**config.mk**
```make
export PLATFORM = sky130hd
export DESIGN_NAME = ct_spsram_8192x128_ctrl
export DESIGN_NICKNAME = d
export VERILOG_FILES = /design/src/rtl/ct_spsram_ctrl_pkg.sv /design/src/rtl/ct_spsram_ctrl_rsp_fifo.sv /design/src/rtl/ct_spsram_8192x128_ctrl.sv
export SDC_FILE = /design/constraint.sdc
export NUM_CORES = 1
export LEC_CHECK = 0
export ABC_AREA = 1
export CORE_MARGIN = 2
export CORE_UTILIZATION = 25
export CTS_CLUSTER_DIAMETER = 50
export DETAILED_ROUTE_END_ITERATION = 8
export HOLD_SLACK_MARGIN = 0.1
export SYNTH_ARGS = -nofsm -noshare
export SYNTH_HDL_FRONTEND = slang
export SYNTH_SLANG_ARGS = --single-unit
```
**constraint.sdc**
```tcl
create_clock -name forever_cpuclk -period 12.81 [get_ports forever_cpuclk]
set_clock_uncertainty 0.05 [all_clocks]
set_input_delay 1.281 -clock forever_cpuclk [delete_from_list [all_inputs] [get_ports forever_cpuclk]]
set_output_delay 1.281 -clock forever_cpuclk [all_outputs]
set_load 0.03 [all_outputs]
```
**src/rtl/ct_spsram_ctrl_pkg.sv**
```systemverilog
// Shared types and constants for the single-port SRAM request front-end.
// Used by the controller top and its response buffer.
package ct_spsram_ctrl_pkg;

   localparam int ADDR_WIDTH_DEF = 13;
   localparam int DATA_WIDTH_DEF = 128;
   localparam int RSP_DEPTH      = 3;

   typedef enum logic [1:0] {
      IDLE = 2'd0,
      INIT = 2'd1,
      RUN  = 2'd2
   } state_e;

   // Circular pointer step for a buffer whose depth is not a power of two
   function automatic logic [1:0] rsp_ptr_inc(input logic [1:0] ptr);
      return (ptr == 2'(RSP_DEPTH - 1)) ? 2'd0 : ptr + 2'd1;
   endfunction

endpackage

```
**src/rtl/ct_spsram_ctrl_rsp_fifo.sv**
```systemverilog
// Three-entry in-order buffer holding SRAM read data until the consumer takes it.
// Storage is cleared on reset so the head reads as zero while empty.
module ct_spsram_ctrl_rsp_fifo
   import ct_spsram_ctrl_pkg::*;
#(
   parameter int DATA_WIDTH = DATA_WIDTH_DEF
) (
   input  logic                  clk,
   input  logic                  rst_b,
   input  logic                  push,
   input  logic [DATA_WIDTH-1:0] push_data,
   input  logic                  pop,
   output logic [1:0]            cnt,
   output logic [DATA_WIDTH-1:0] head_data
);

   logic [DATA_WIDTH-1:0] mem [RSP_DEPTH];
   logic [1:0]            rd_ptr;
   logic [1:0]            wr_ptr;
   logic                  do_push;
   logic                  do_pop;

   assign do_pop    = pop && (cnt != 2'd0);
   assign do_push   = push && ((cnt != 2'(RSP_DEPTH)) || do_pop);
   assign head_data = mem[rd_ptr];

   always_ff @(posedge clk) begin
      if (!rst_b) begin
         for (int i = 0; i < RSP_DEPTH; i++) begin
            mem[i] <= '0;
         end
         rd_ptr <= 2'd0;
         wr_ptr <= 2'd0;
         cnt    <= 2'd0;
      end else begin
         if (do_push) begin
            mem[wr_ptr] <= push_data;
            wr_ptr      <= rsp_ptr_inc(wr_ptr);
         end
         if (do_pop) begin
            rd_ptr <= rsp_ptr_inc(rd_ptr);
         end
         cnt <= cnt + 2'(do_push) - 2'(do_pop);
      end
   end

endmodule

```
**src/rtl/ct_spsram_8192x128_ctrl.sv**
```systemverilog
// Request front-end for the 8192x128 single-port SRAM: zero-fills the array after
// reset, then turns valid/ready requests into SRAM cycles and buffers read data.
module ct_spsram_8192x128_ctrl
   import ct_spsram_ctrl_pkg::*;
#(
   parameter int ADDR_WIDTH = ADDR_WIDTH_DEF,
   parameter int DATA_WIDTH = DATA_WIDTH_DEF,
   parameter int DEPTH      = 8192,
   parameter int INIT_EN    = 1
) (
   input  logic                  forever_cpuclk,
   input  logic                  cpurst_b,
   input  logic                  req_vld,
   output logic                  req_rdy,
   input  logic                  req_wr,
   input  logic [ADDR_WIDTH-1:0] req_addr,
   input  logic [DATA_WIDTH-1:0] req_wdata,
   input  logic [DATA_WIDTH-1:0] req_wmask,
   output logic                  rsp_vld,
   input  logic                  rsp_rdy,
   output logic [DATA_WIDTH-1:0] rsp_data,
   output logic                  init_done,
   output logic [ADDR_WIDTH-1:0] sram_a,
   output logic                  sram_cen,
   output logic                  sram_gwen,
   output logic [DATA_WIDTH-1:0] sram_d,
   output logic [DATA_WIDTH-1:0] sram_wen,
   input  logic [DATA_WIDTH-1:0] sram_q
);

   state_e                state;
   logic [ADDR_WIDTH-1:0] init_cnt;
   logic                  rd_pend;
   logic [1:0]            fifo_cnt;
   logic                  req_hs;

   // A pending read counts against buffer space so an accepted read always has a slot
   assign req_rdy   = (state == RUN) && ((3'(rd_pend) + 3'(fifo_cnt)) < 3'(RSP_DEPTH));
   assign req_hs    = req_vld && req_rdy;
   assign init_done = (state == RUN);
   assign rsp_vld   = (fifo_cnt != 2'd0);

   always_ff @(posedge forever_cpuclk) begin
      if (!cpurst_b) begin
         state    <= IDLE;
         init_cnt <= '0;
         rd_pend  <= 1'b0;
      end else begin
         case (state)
            IDLE: begin
               state    <= (INIT_EN != 0) ? INIT : RUN;
               init_cnt <= '0;
            end
            INIT: begin
               if (init_cnt == ADDR_WIDTH'(DEPTH - 1)) begin
                  state    <= RUN;
                  init_cnt <= '0;
               end else begin
                  init_cnt <= init_cnt + ADDR_WIDTH'(1);
               end
            end
            RUN:     state <= RUN;
            default: state <= IDLE;
         endcase
         rd_pend <= req_hs && !req_wr;
      end
   end

   always_comb begin
      sram_cen  = 1'b1;
      sram_gwen = 1'b1;
      sram_wen  = '1;
      sram_a    = '0;
      sram_d    = '0;
      if (state == INIT) begin
         sram_cen  = 1'b0;
         sram_gwen = 1'b0;
         sram_wen  = '0;
         sram_a    = init_cnt;
      end else if (req_hs) begin
         sram_cen = 1'b0;
         sram_a   = req_addr;
         if (req_wr) begin
            sram_gwen = 1'b0;
            sram_wen  = ~req_wmask;
            sram_d    = req_wdata;
         end
      end
   end

   // Q is valid the cycle after the read edge, which is exactly when rd_pend is high
   ct_spsram_ctrl_rsp_fifo #(
      .DATA_WIDTH(DATA_WIDTH)
   ) u_rsp_fifo (
      .clk       (forever_cpuclk),
      .rst_b     (cpurst_b),
      .push      (rd_pend),
      .push_data (sram_q),
      .pop       (rsp_vld && rsp_rdy),
      .cnt       (fifo_cnt),
      .head_data (rsp_data)
   );

endmodule

```
==> results.ini, run 1 <==
[run_status]
outcome=finished clean

[setup_path]
cp.required_ns=11.48
cp_cell_sequence=clkdlybuf4s50_1 -> inv_1 -> nor2_8 -> nand2_8 -> buf_12 -> nor2_1 -> clkdlybuf4s50_1
regToRegStartpoint=u_rsp_fifo.cnt[0]
worstSetupStartpoint=req_wr
cp_slowest_cell=clkdlybuf4s50_1
rrSetupSlack_ns=9.51
cp.arrival_ns=4.70
crit_path_end=sram_d[4]
cp-end-kind=primary output
critPathKind=input pin to primary output
reg2reg_depth=9
start_kind=input pin
crit_top_cell=clkdlybuf4s50_1
cp_max_fo=99
cpPeakStageDelay_ns=0.70
timing.rr.end=u_rsp_fifo.mem[2][85]

[drt]
drc=0
avgViaCountPerCell=4.59
drtPass1Iterations=5
routedWlPerCell_um=23.0
routed_wirelength_mm=104
vias=20798
dr.first_iter.drc_count=1347
ant_nets=0

[clock_network]
cts_htree_levels=3
cts_inserted_buffers=71
cts_sinks=536
cts_tree=yes
clk_root_buffer_cell=clkbuf_16
clk_pin_slew_worst_paths_ns=0.05
ctsResizeCount=0
postCtsSetupBuffers=0
ctsHoldBuffers=0
cts_buffer_depth=3
clock_latency_ns=0.60

[synthesis]
syn_area_um2=25300
synth_top_cell_area_share=0.608
syn_inst=2447
seq_area_frac_synth=0.627
synth_top_cell_by_area=edfxtp_1
ys_ff_latch=536
synth.area.top_cells=edfxtp_1, nor2_1, o21ai_0, nor2_4, inv_1
synthesis.nets=2857
yosysUniqueCellTypes=33
synth_area_per_cell_um2=10.3
yosysWarnings=0

[hold_path]
hold_class=flip-flop to flip-flop

[floorplanning]
start_util=0.252
core_area_um2=100000
chipWidth_um=322
die_area_um2=104000
die_y_um=322
placementRows=116
io_pins=804

[sta]
setup_viol=0
worstMarginPinSlew_ns=1.10
worst_slack_ns=6.78
finalHoldViolations=0
slew_headroom=0.264
period_needed_ns=6.03
setup_tns_ns=0
period_share=0.471
grt_setup_unrepaired=no
clock.fmax_mhz=166
slew_violations=0

[placement]
pre_cts_ws_ns=6.88
gp_congestion=1.11
io_buffers=803
place_area_um2=34100
dp_hpwl_mm=72.3

[finish]
final_cell_area_um2=36600
final_common_cell=clkdlybuf4s50_1
nFillCells=9896
layout_common_cells=clkdlybuf4s50_1, nor2_1, edfxtp_1
final_nets=3586
drive_gt1_frac=0.0824
syn2layout_area_growth_pct=44.7

[pwr]
p_leak_nw=13.9
powerDensity_nw_per_um2=204
peakVddDrop_uv=241

[global_route]
grtUsageTotal=0.193
grt_antenna_before_repair=14
grt_pass1_vias=20410
grt_pass1_wl_mm=143
grt_max_degree=101
grt_overflow=0

[run]
maxCapViolations=0

-- layout make-up --
type                            count  area (um^2)  area share
Timing Repair Buffer              830         8250       0.226
Clock inverter                     46          549      0.0150
Multi-Input combinational cell   1449         7320       0.200
Sequential cell                   536        15900       0.434
Antenna cell                        2         5.00    0.000137
Inverter                          288         1090      0.0298
Tap cell                         1298         1620      0.0444
Clock buffer                       80         1870      0.0512
-- through the flow --
stage,hold slack [ns],cells,power (mW),utilization
6_report,0.449,4529,7.46,0.365
4_1_cts,0.445,4527,7.55,0.365
3_3_place_gp,0.419,4401,5.49,0.341
2_1_floorplan,0.402,2447,3.92,-
5_1_grt,0.476,4528,7.77,0.365
3_5_place_dp,0.429,4401,5.49,0.341
-- kinds of logic (layout without fill, tap and decap cells) --
family                   after synthesis  after routing  share of synthesized area
AND/OR/NAND/NOR                      886            886                      0.165
AO/OA/AOI/OAI                        551            551                      0.116
flip-flops                           536            536                      0.627
buffers and inverters                462           1244                     0.0860
adder cells (fa/ha/maj)                8              8                    0.00396
XOR/XNOR                               4              4                    0.00139
other                                  0              2                          0
-- state kept, by name (all words and copies together) (netlist names), named ones only --
name and count:
u_rsp_fifo.rd_ptr 2, state 2, u_rsp_fifo.wr_ptr 2, rd_pend 1
init_cnt 13, u_rsp_fifo.cnt 2, u_rsp_fifo.mem 512
-- worst min-delay path by stage --
stage	from	end	slack (ns)	depth (start not counted)
after floorplan	init_cnt[12]	init_cnt[12]	0.40	2
after global placement	init_cnt[3]	init_cnt[3]	0.42	2
final	init_cnt[3]	init_cnt[3]	0.45	2
after global routing	init_cnt[3]	init_cnt[3]	0.48	2
after detailed placement	init_cnt[12]	init_cnt[12]	0.43	2
after CTS	u_rsp_fifo.rd_ptr[1]	flip-flop	0.45	2
-- critical path, delay by kind of cell --
family,cells,cell delay [ns]
buffers and inverters,4,1.72
AND/OR/NAND/NOR,3,1.33
-- cells in the mapped netlist --
cell and count:
nor2_1 689, edfxtp_1 512, inv_1 283, o21ai_0 275
a21oi_1 143, o22ai_1 128, nor2_4 102, buf_2 67
nand2_1 62, clkbuf_1 59, dfxtp_1 24, nand3_1 17
buf_4 15, buf_6 15, buf_12 11, ha_1 8
clkbuf_2 6, inv_2 4, nor3_1 4, xor2_1 4
nand3_2 3, nand2_2 2, nand2_4 2, nand4_1 2
o21ai_1 2, a211oi_1 1, buf_1 1, clkinv_1 1
nor2_2 1, nor2_8 1, o211a_1 1, o31ai_1 1
or2_2 1
-- layer usage --
metal | vias up | GRT usage | wire [um]
met5 | - | 0 | 0
li1 | 9683 | - | -
met2 | 920 | 0.355 | 54500
met4 | 0 | 0.120 | 6620
met1 | 10009 | 0.198 | 35600
met3 | 186 | 0.0445 | 7410
-- where the power goes --
part / internal [mW] / switching (mW) / total [mW] / leakage, nW
combinational: 1.17 / 2.22 / 3.39 / 7.37
sequential: 1.98 / 0.0537 / 2.03 / 5.31
clock: 1.26 / 0.774 / 2.04 / 1.19
No activity file was read; power rests on OpenSTA's default activity.
==> inputs of run 2 (changes only) <==
==> constraint.sdc (replaced) <==
create_clock -name forever_cpuclk -period 5 [get_ports forever_cpuclk]
set_clock_uncertainty 0.05 [all_clocks]
set_input_delay 0.5 -clock forever_cpuclk [delete_from_list [all_inputs] [get_ports forever_cpuclk]]
set_output_delay 0.5 -clock forever_cpuclk [all_outputs]
set_load 0.03 [all_outputs]
==> results.ini, run 2 (synthesis results as in run 1) <==
[run_status]
outcome=finished clean  ; unchanged

[floorplanning]
chipWidth_um=322  ; unchanged
core_area_um2=100000  ; unchanged
die_area_um2=104000  ; unchanged
die_y_um=322  ; unchanged
io_pins=804  ; unchanged
placementRows=116  ; unchanged
start_util=0.252  ; unchanged

[clock_network]
ctsHoldBuffers=0  ; unchanged
clock_latency_ns=0.60  ; about the same
cts_buffer_depth=3  ; unchanged
cts_htree_levels=3  ; unchanged
cts_inserted_buffers=75  ; was 71
clk_root_buffer_cell=clkbuf_16  ; unchanged
ctsResizeCount=0  ; unchanged
clk_pin_slew_worst_paths_ns=0.05  ; about the same
postCtsSetupBuffers=0  ; unchanged
cts_sinks=536  ; unchanged
cts_tree=yes  ; unchanged

[finish]
largest_reg_flops=512  ; unchanged
final_nets=3620  ; was 3,586
nFillCells=9903  ; was 9,896
regMostFlops=u_rsp_fifo.mem  ; unchanged
syn2layout_area_growth_pct=47.3  ; was 44.7%
seq_area_um2=15900  ; unchanged
drive_gt1_frac=0.0912  ; was 0.0824
layout_common_cells=clkdlybuf4s50_1, nor2_1, edfxtp_1  ; unchanged
reg.largest.list=u_rsp_fifo.mem (512), init_cnt (13)  ; unchanged
multi_input_area_um2=7320  ; about the same
final_common_cell=clkdlybuf4s50_1  ; unchanged

[setup_path]
cp.required_ns=4.45  ; was 11.48 ns
critPathKind=flip-flop to primary output  ; was input pin to primary output
cp.arrival_ns=3.59  ; was 4.70 ns
cp-end-kind=primary output  ; unchanged
start_kind=flip-flop  ; was input pin
cp_max_fo=63  ; was 99

[sta]
slew_headroom=0.193  ; was 0.264
period_share=0.828
worst_slack_ns=0.859  ; was 6.78 ns
setup_tns_ns=0  ; unchanged
slew_violations=0  ; unchanged
clock.fmax_mhz=241
setup_viol=0  ; unchanged
worstMarginPinSlew_ns=1.21  ; was 1.10 ns
finalHoldViolations=0  ; unchanged
period_needed_ns=4.14
grt_setup_unrepaired=no  ; unchanged

[drt]
dr.first_iter.drc_count=1362  ; was 1,347
avgViaCountPerCell=4.45  ; was 4.59
vias=20354  ; was 20,798
drtPass1Iterations=5  ; unchanged
routedWlPerCell_um=19.8  ; was 23.0 um
ant_nets=0  ; unchanged
drc=0  ; unchanged
routed_wirelength_mm=90.4  ; was 104 mm

[global_route]
grtUsageTotal=0.169  ; was 0.193
grt_antenna_before_repair=12  ; was 14
grt_pass1_wl_mm=132  ; was 143 mm
grt_pass1_vias=20229  ; was 20,410
grt_max_degree=176  ; was 101
grt_overflow=0  ; unchanged

[pwr]
p_sw_mw=7.56  ; was 3.05 mW
clkPwrFrac=0.284  ; was 0.273
powerDensity_nw_per_um2=512  ; was 204 nW/um^2
p_int_mw=11.5  ; was 4.42 mW
p_leak_nw=14.2  ; was 13.9 nW
power_frac_comb=0.446  ; was 0.454
swShare=0.397  ; was 0.408
seqPwrFrac=0.270  ; was 0.273
peakVddDrop_uv=375  ; was 241 uV

[placement]
io_buffers=803  ; unchanged
pre_cts_ws_ns=1.51  ; was 6.88 ns
dp_hpwl_mm=60.6  ; was 72.3 mm
gp_congestion=0.908  ; was 1.11

[run]
maxCapViolations=0  ; unchanged

[hold_path]
hold_class=input pin to flip-flop  ; was flip-flop to flip-flop

==> run 2: changes by cell type in the layout (fill, tap and decap cells not counted), moves of 3 or more <==
| cell | delta |
|---|---|
| buf_12 | +21 |
| buf_4 | +9 |
| clkbuf_1 | +8 |
| diode_2 | +6 |
| inv_6 | -5 |
| clkinv_2 | -4 |
| clkinvlp_4 | +4 |
| clkbuf_16 | +3 |
| clkinv_4 | +3 |
==> run 2: routing by layer <==
metal / GRT usage / vias up / routed length [um]
li1: - / 9746 / -
met1: 0.207 / 9820 / 37900
met2: 0.292 / 671 / 44900
met3: 0.0402 / 105 / 5740
met4: 0.0510 / 12 / 1870
met5: 0 / - / 81
==> run 2: stage by stage <==
stage	instances	cell area (um^2)	utilization	hold WS, ns	power (mW)
after floorplan	2447	25300	-	0.402	10.0
after global placement	4431	34600	0.346	0.415	13.8
after detailed placement	4431	34600	0.346	0.427	13.8
after CTS	4567	37200	0.372	0.334	19.3
after global routing	4572	37200	0.372	0.366	19.8
final	4575	37200	0.372	0.399	19.0
==> run 2: critical path, stage by stage (launching register included) <==
cell and delay [ns]:
dfxtp_1 0.32, inv_1 0.11, ha_4 0.51, inv_2 0.34
nand2_8 0.60, buf_12 0.35, nor2_4 0.04, clkdlybuf4s50_1 0.60
==> run 2: path summary, 6_finish.rpt <==
kind | start | to | slack (ns) | cells past startpoint
worst max register to register | u_rsp_fifo.cnt[0] | u_rsp_fifo.mem[2][91] | 2.67 | 8
worst min register to register | init_cnt[12] | init_cnt[12] | 0.43 | 2
worst max-delay path | state[1] | sram_d[78] | 0.86 | 7
worst min-delay path | sram_q[43] | u_rsp_fifo.mem[3][43] | 0.40 | 1
==> run 2: cell type report <==
type                            instances  share of cell area
Tap cell                             1298              0.0436
Sequential cell                       536               0.426
Clock buffer                           91              0.0532
Antenna cell                            8            0.000538
Clock inverter                         45              0.0159
Timing Repair Buffer                  860               0.235
Inverter                              288              0.0293
Multi-Input combinational cell       1449               0.197
==> run 2: power by group through the flow <==
stage               Clock [mW]  Combinational [mW]  Sequential (mW)
finish                    5.40                8.49             5.15
detailed placement           0                8.52             5.24
global route              5.70                8.98             5.16
floorplan                    0                4.83             5.22
global placement             0                8.53             5.24
CTS                       5.53                8.57             5.15
==> inputs of run 3 (changes only) <==
==> constraint.sdc (replaced) <==
create_clock -name forever_cpuclk -period 4 [get_ports forever_cpuclk]
set_clock_uncertainty 0.05 [all_clocks]
set_input_delay 0.4 -clock forever_cpuclk [delete_from_list [all_inputs] [get_ports forever_cpuclk]]
set_output_delay 0.4 -clock forever_cpuclk [all_outputs]
set_load 0.03 [all_outputs]
==> results.ini, run 3 (synthesis results as in run 1) <==
[drt]
routedWlPerCell_um=19.8  ; about the same
drc=0  ; unchanged
drtPass1Iterations=5  ; unchanged
dr.first_iter.drc_count=1500  ; was 1,362
routed_wirelength_mm=90.0  ; was 90.4 mm
ant_nets=0  ; unchanged
vias=20501  ; was 20,354
avgViaCountPerCell=4.50  ; was 4.45

[clock_network]
ctsHoldBuffers=0  ; unchanged
ctsResizeCount=0  ; unchanged
cts_inserted_buffers=72  ; was 75
clk_pin_slew_worst_paths_ns=0.06  ; was 0.05 ns
cts_htree_levels=3  ; unchanged
clock_latency_ns=0.59  ; was 0.60 ns
clk_root_buffer_cell=clkbuf_16  ; unchanged
cts_buffer_depth=3  ; unchanged
postCtsSetupBuffers=0  ; unchanged
cts_sinks=536  ; unchanged
cts_tree=yes  ; unchanged

[placement]
io_buffers=803  ; unchanged
dp_hpwl_mm=59.1  ; was 60.6 mm
place_inst=4417  ; was 4,431
gp_congestion=0.871  ; was 0.908
pre_cts_ws_ns=0.847  ; was 1.51 ns

[sta]
setup_tns_ns=0  ; unchanged
period_share=0.944
worst_slack_ns=0.226  ; was 0.859 ns
clock.fmax_mhz=265
worstMarginPinSlew_ns=0.931  ; was 1.21 ns
grt_setup_unrepaired=no  ; unchanged
period_needed_ns=3.77
slew_violations=0  ; unchanged
slew_headroom=0.379  ; was 0.193
setup_viol=0  ; unchanged
finalHoldViolations=0  ; unchanged

[global_route]
grt_overflow=0  ; unchanged
grt_pass1_wl_mm=130  ; was 132 mm
grtUsageTotal=0.168  ; was 0.169
grt_max_degree=139  ; was 176
grt_antenna_before_repair=11  ; was 12
grt_pass1_vias=20414  ; was 20,229

[run_status]
outcome=finished clean  ; unchanged

[setup_path]
path_buf_inv=2  ; was 4
cp_slowest_cell=clkdlybuf4s50_1  ; was nand2_8
start_kind=flip-flop  ; unchanged
critPathKind=flip-flop to primary output  ; unchanged
cpPeakStageDelay_ns=0.67  ; was 0.60 ns
cp_max_fo=30  ; was 63
cp_cell_sequence=ha_1 -> ha_1 -> nand2_1 -> nand2_2 -> nor2_4 -> nand2_4 -> nor2_8 -> nand2_8 -> buf_4 -> nor2_4 -> clkdlybuf4s50_1  ; was inv_1 -> ha_4 -> inv_2 -> nand2_8 -> buf_12 -> nor2_4 -> clkdlybuf4s50_1
cp.required_ns=3.55  ; was 4.45 ns
cp.arrival_ns=3.32  ; was 3.59 ns
crit_family=buffers and inverters  ; unchanged
cp-end-kind=primary output  ; unchanged

[hold_path]
hold_class=input pin to flip-flop  ; unchanged

[pwr]
seqPwrFrac=0.278  ; was 0.270
peakVddDrop_uv=554  ; was 375 uV
p_int_mw=13.9  ; was 11.5 mW
swShare=0.401  ; was 0.397
p_leak_nw=14.1  ; was 14.2 nW
p_sw_mw=9.31  ; was 7.56 mW
powerDensity_nw_per_um2=630  ; was 512 nW/um^2
clkPwrFrac=0.268  ; was 0.284
power_frac_comb=0.454  ; was 0.446
finalPower_mw=23.2  ; was 19.0 mW

[finish]
largest_reg_flops=512  ; unchanged
reg.largest.list=u_rsp_fifo.mem (512), init_cnt (13)  ; unchanged
multi_input_area_um2=7360  ; was 7320 um^2
final_common_cell=clkdlybuf4s50_1  ; unchanged
syn2layout_area_growth_pct=45.8  ; was 47.3%
nFillCells=9959  ; was 9,903
drive_gt1_frac=0.103  ; was 0.0912
seq_area_um2=15900  ; unchanged
instances_no_fill=4553  ; was 4,575
final_nets=3603  ; was 3,620
layout_common_cells=clkdlybuf4s50_1, nor2_1, edfxtp_1  ; unchanged
regMostFlops=u_rsp_fifo.mem  ; unchanged

[floorplanning]
chipWidth_um=322  ; unchanged
placementRows=116  ; unchanged
die_y_um=322  ; unchanged
core_area_um2=100000  ; unchanged
die_area_um2=104000  ; unchanged
start_util=0.252  ; unchanged
io_pins=804  ; unchanged

[run]
maxCapViolations=0  ; unchanged

-- run 3: power groups by stage --
stage          sequential [mW]  clock (mW)  combinational (mW)
2_1_floorplan             6.51           0                6.04
3_3_place_gp              6.56           0                10.5
3_5_place_dp              6.57           0                10.6
4_1_cts                   6.46        6.37                10.6
5_1_grt                   6.48        6.57                11.1
6_report                  6.45        6.23                10.5
-- run 3: routing by layer --
layer	global-route usage	part of all wire
met5	0	0.00063
met4	0.0386	0.015
met3	0.0343	0.063
met2	0.300	0.51
met1	0.205	0.42
-- run 3: worst register-to-register path: stages, from the launching register on --
cell and delay [ns]:
dfxtp_1 0.32, inv_2 0.09, nor2_4 0.04, nand2_1 0.07
nand2_2 0.11, nor3_4 0.75, buf_12 0.35
-- run 3: layout make-up --
class / instances / area share
Sequential cell: 536 / 0.431
Timing Repair Buffer: 846 / 0.233
Multi-Input combinational cell: 1449 / 0.200
Clock buffer: 86 / 0.0518
Tap cell: 1298 / 0.0441
Inverter: 288 / 0.0296
Clock inverter: 45 / 0.0113
Antenna cell: 5 / 0.000340
-- run 3: path summary, 6_finish.rpt --
check / depth (start not counted) / start / slack [ns] / to
worst min register to register: 2 / init_cnt[12] / 0.43 / init_cnt[12]
worst max-delay path: 11 / rd_pend / 0.23 / sram_d[59]
worst min-delay path: 1 / sram_q[33] / 0.33 / u_rsp_fifo.mem[3][33]
worst max register to register: 6 / u_rsp_fifo.cnt[0] / 1.85 / u_rsp_fifo.mem[3][46]
-- run 3: metrics by stage --
| step | hold WS, ns | utilization | area [um^2] |
|---|---|---|---|
| after floorplan | 0.402 | - | 25300 |
| final | 0.330 | 0.368 | 36800 |
| after CTS | 0.272 | 0.368 | 36800 |
| after global routing | 0.288 | 0.368 | 36800 |
| after detailed placement | 0.428 | 0.345 | 34500 |
| after global placement | 0.413 | 0.345 | 34500 |
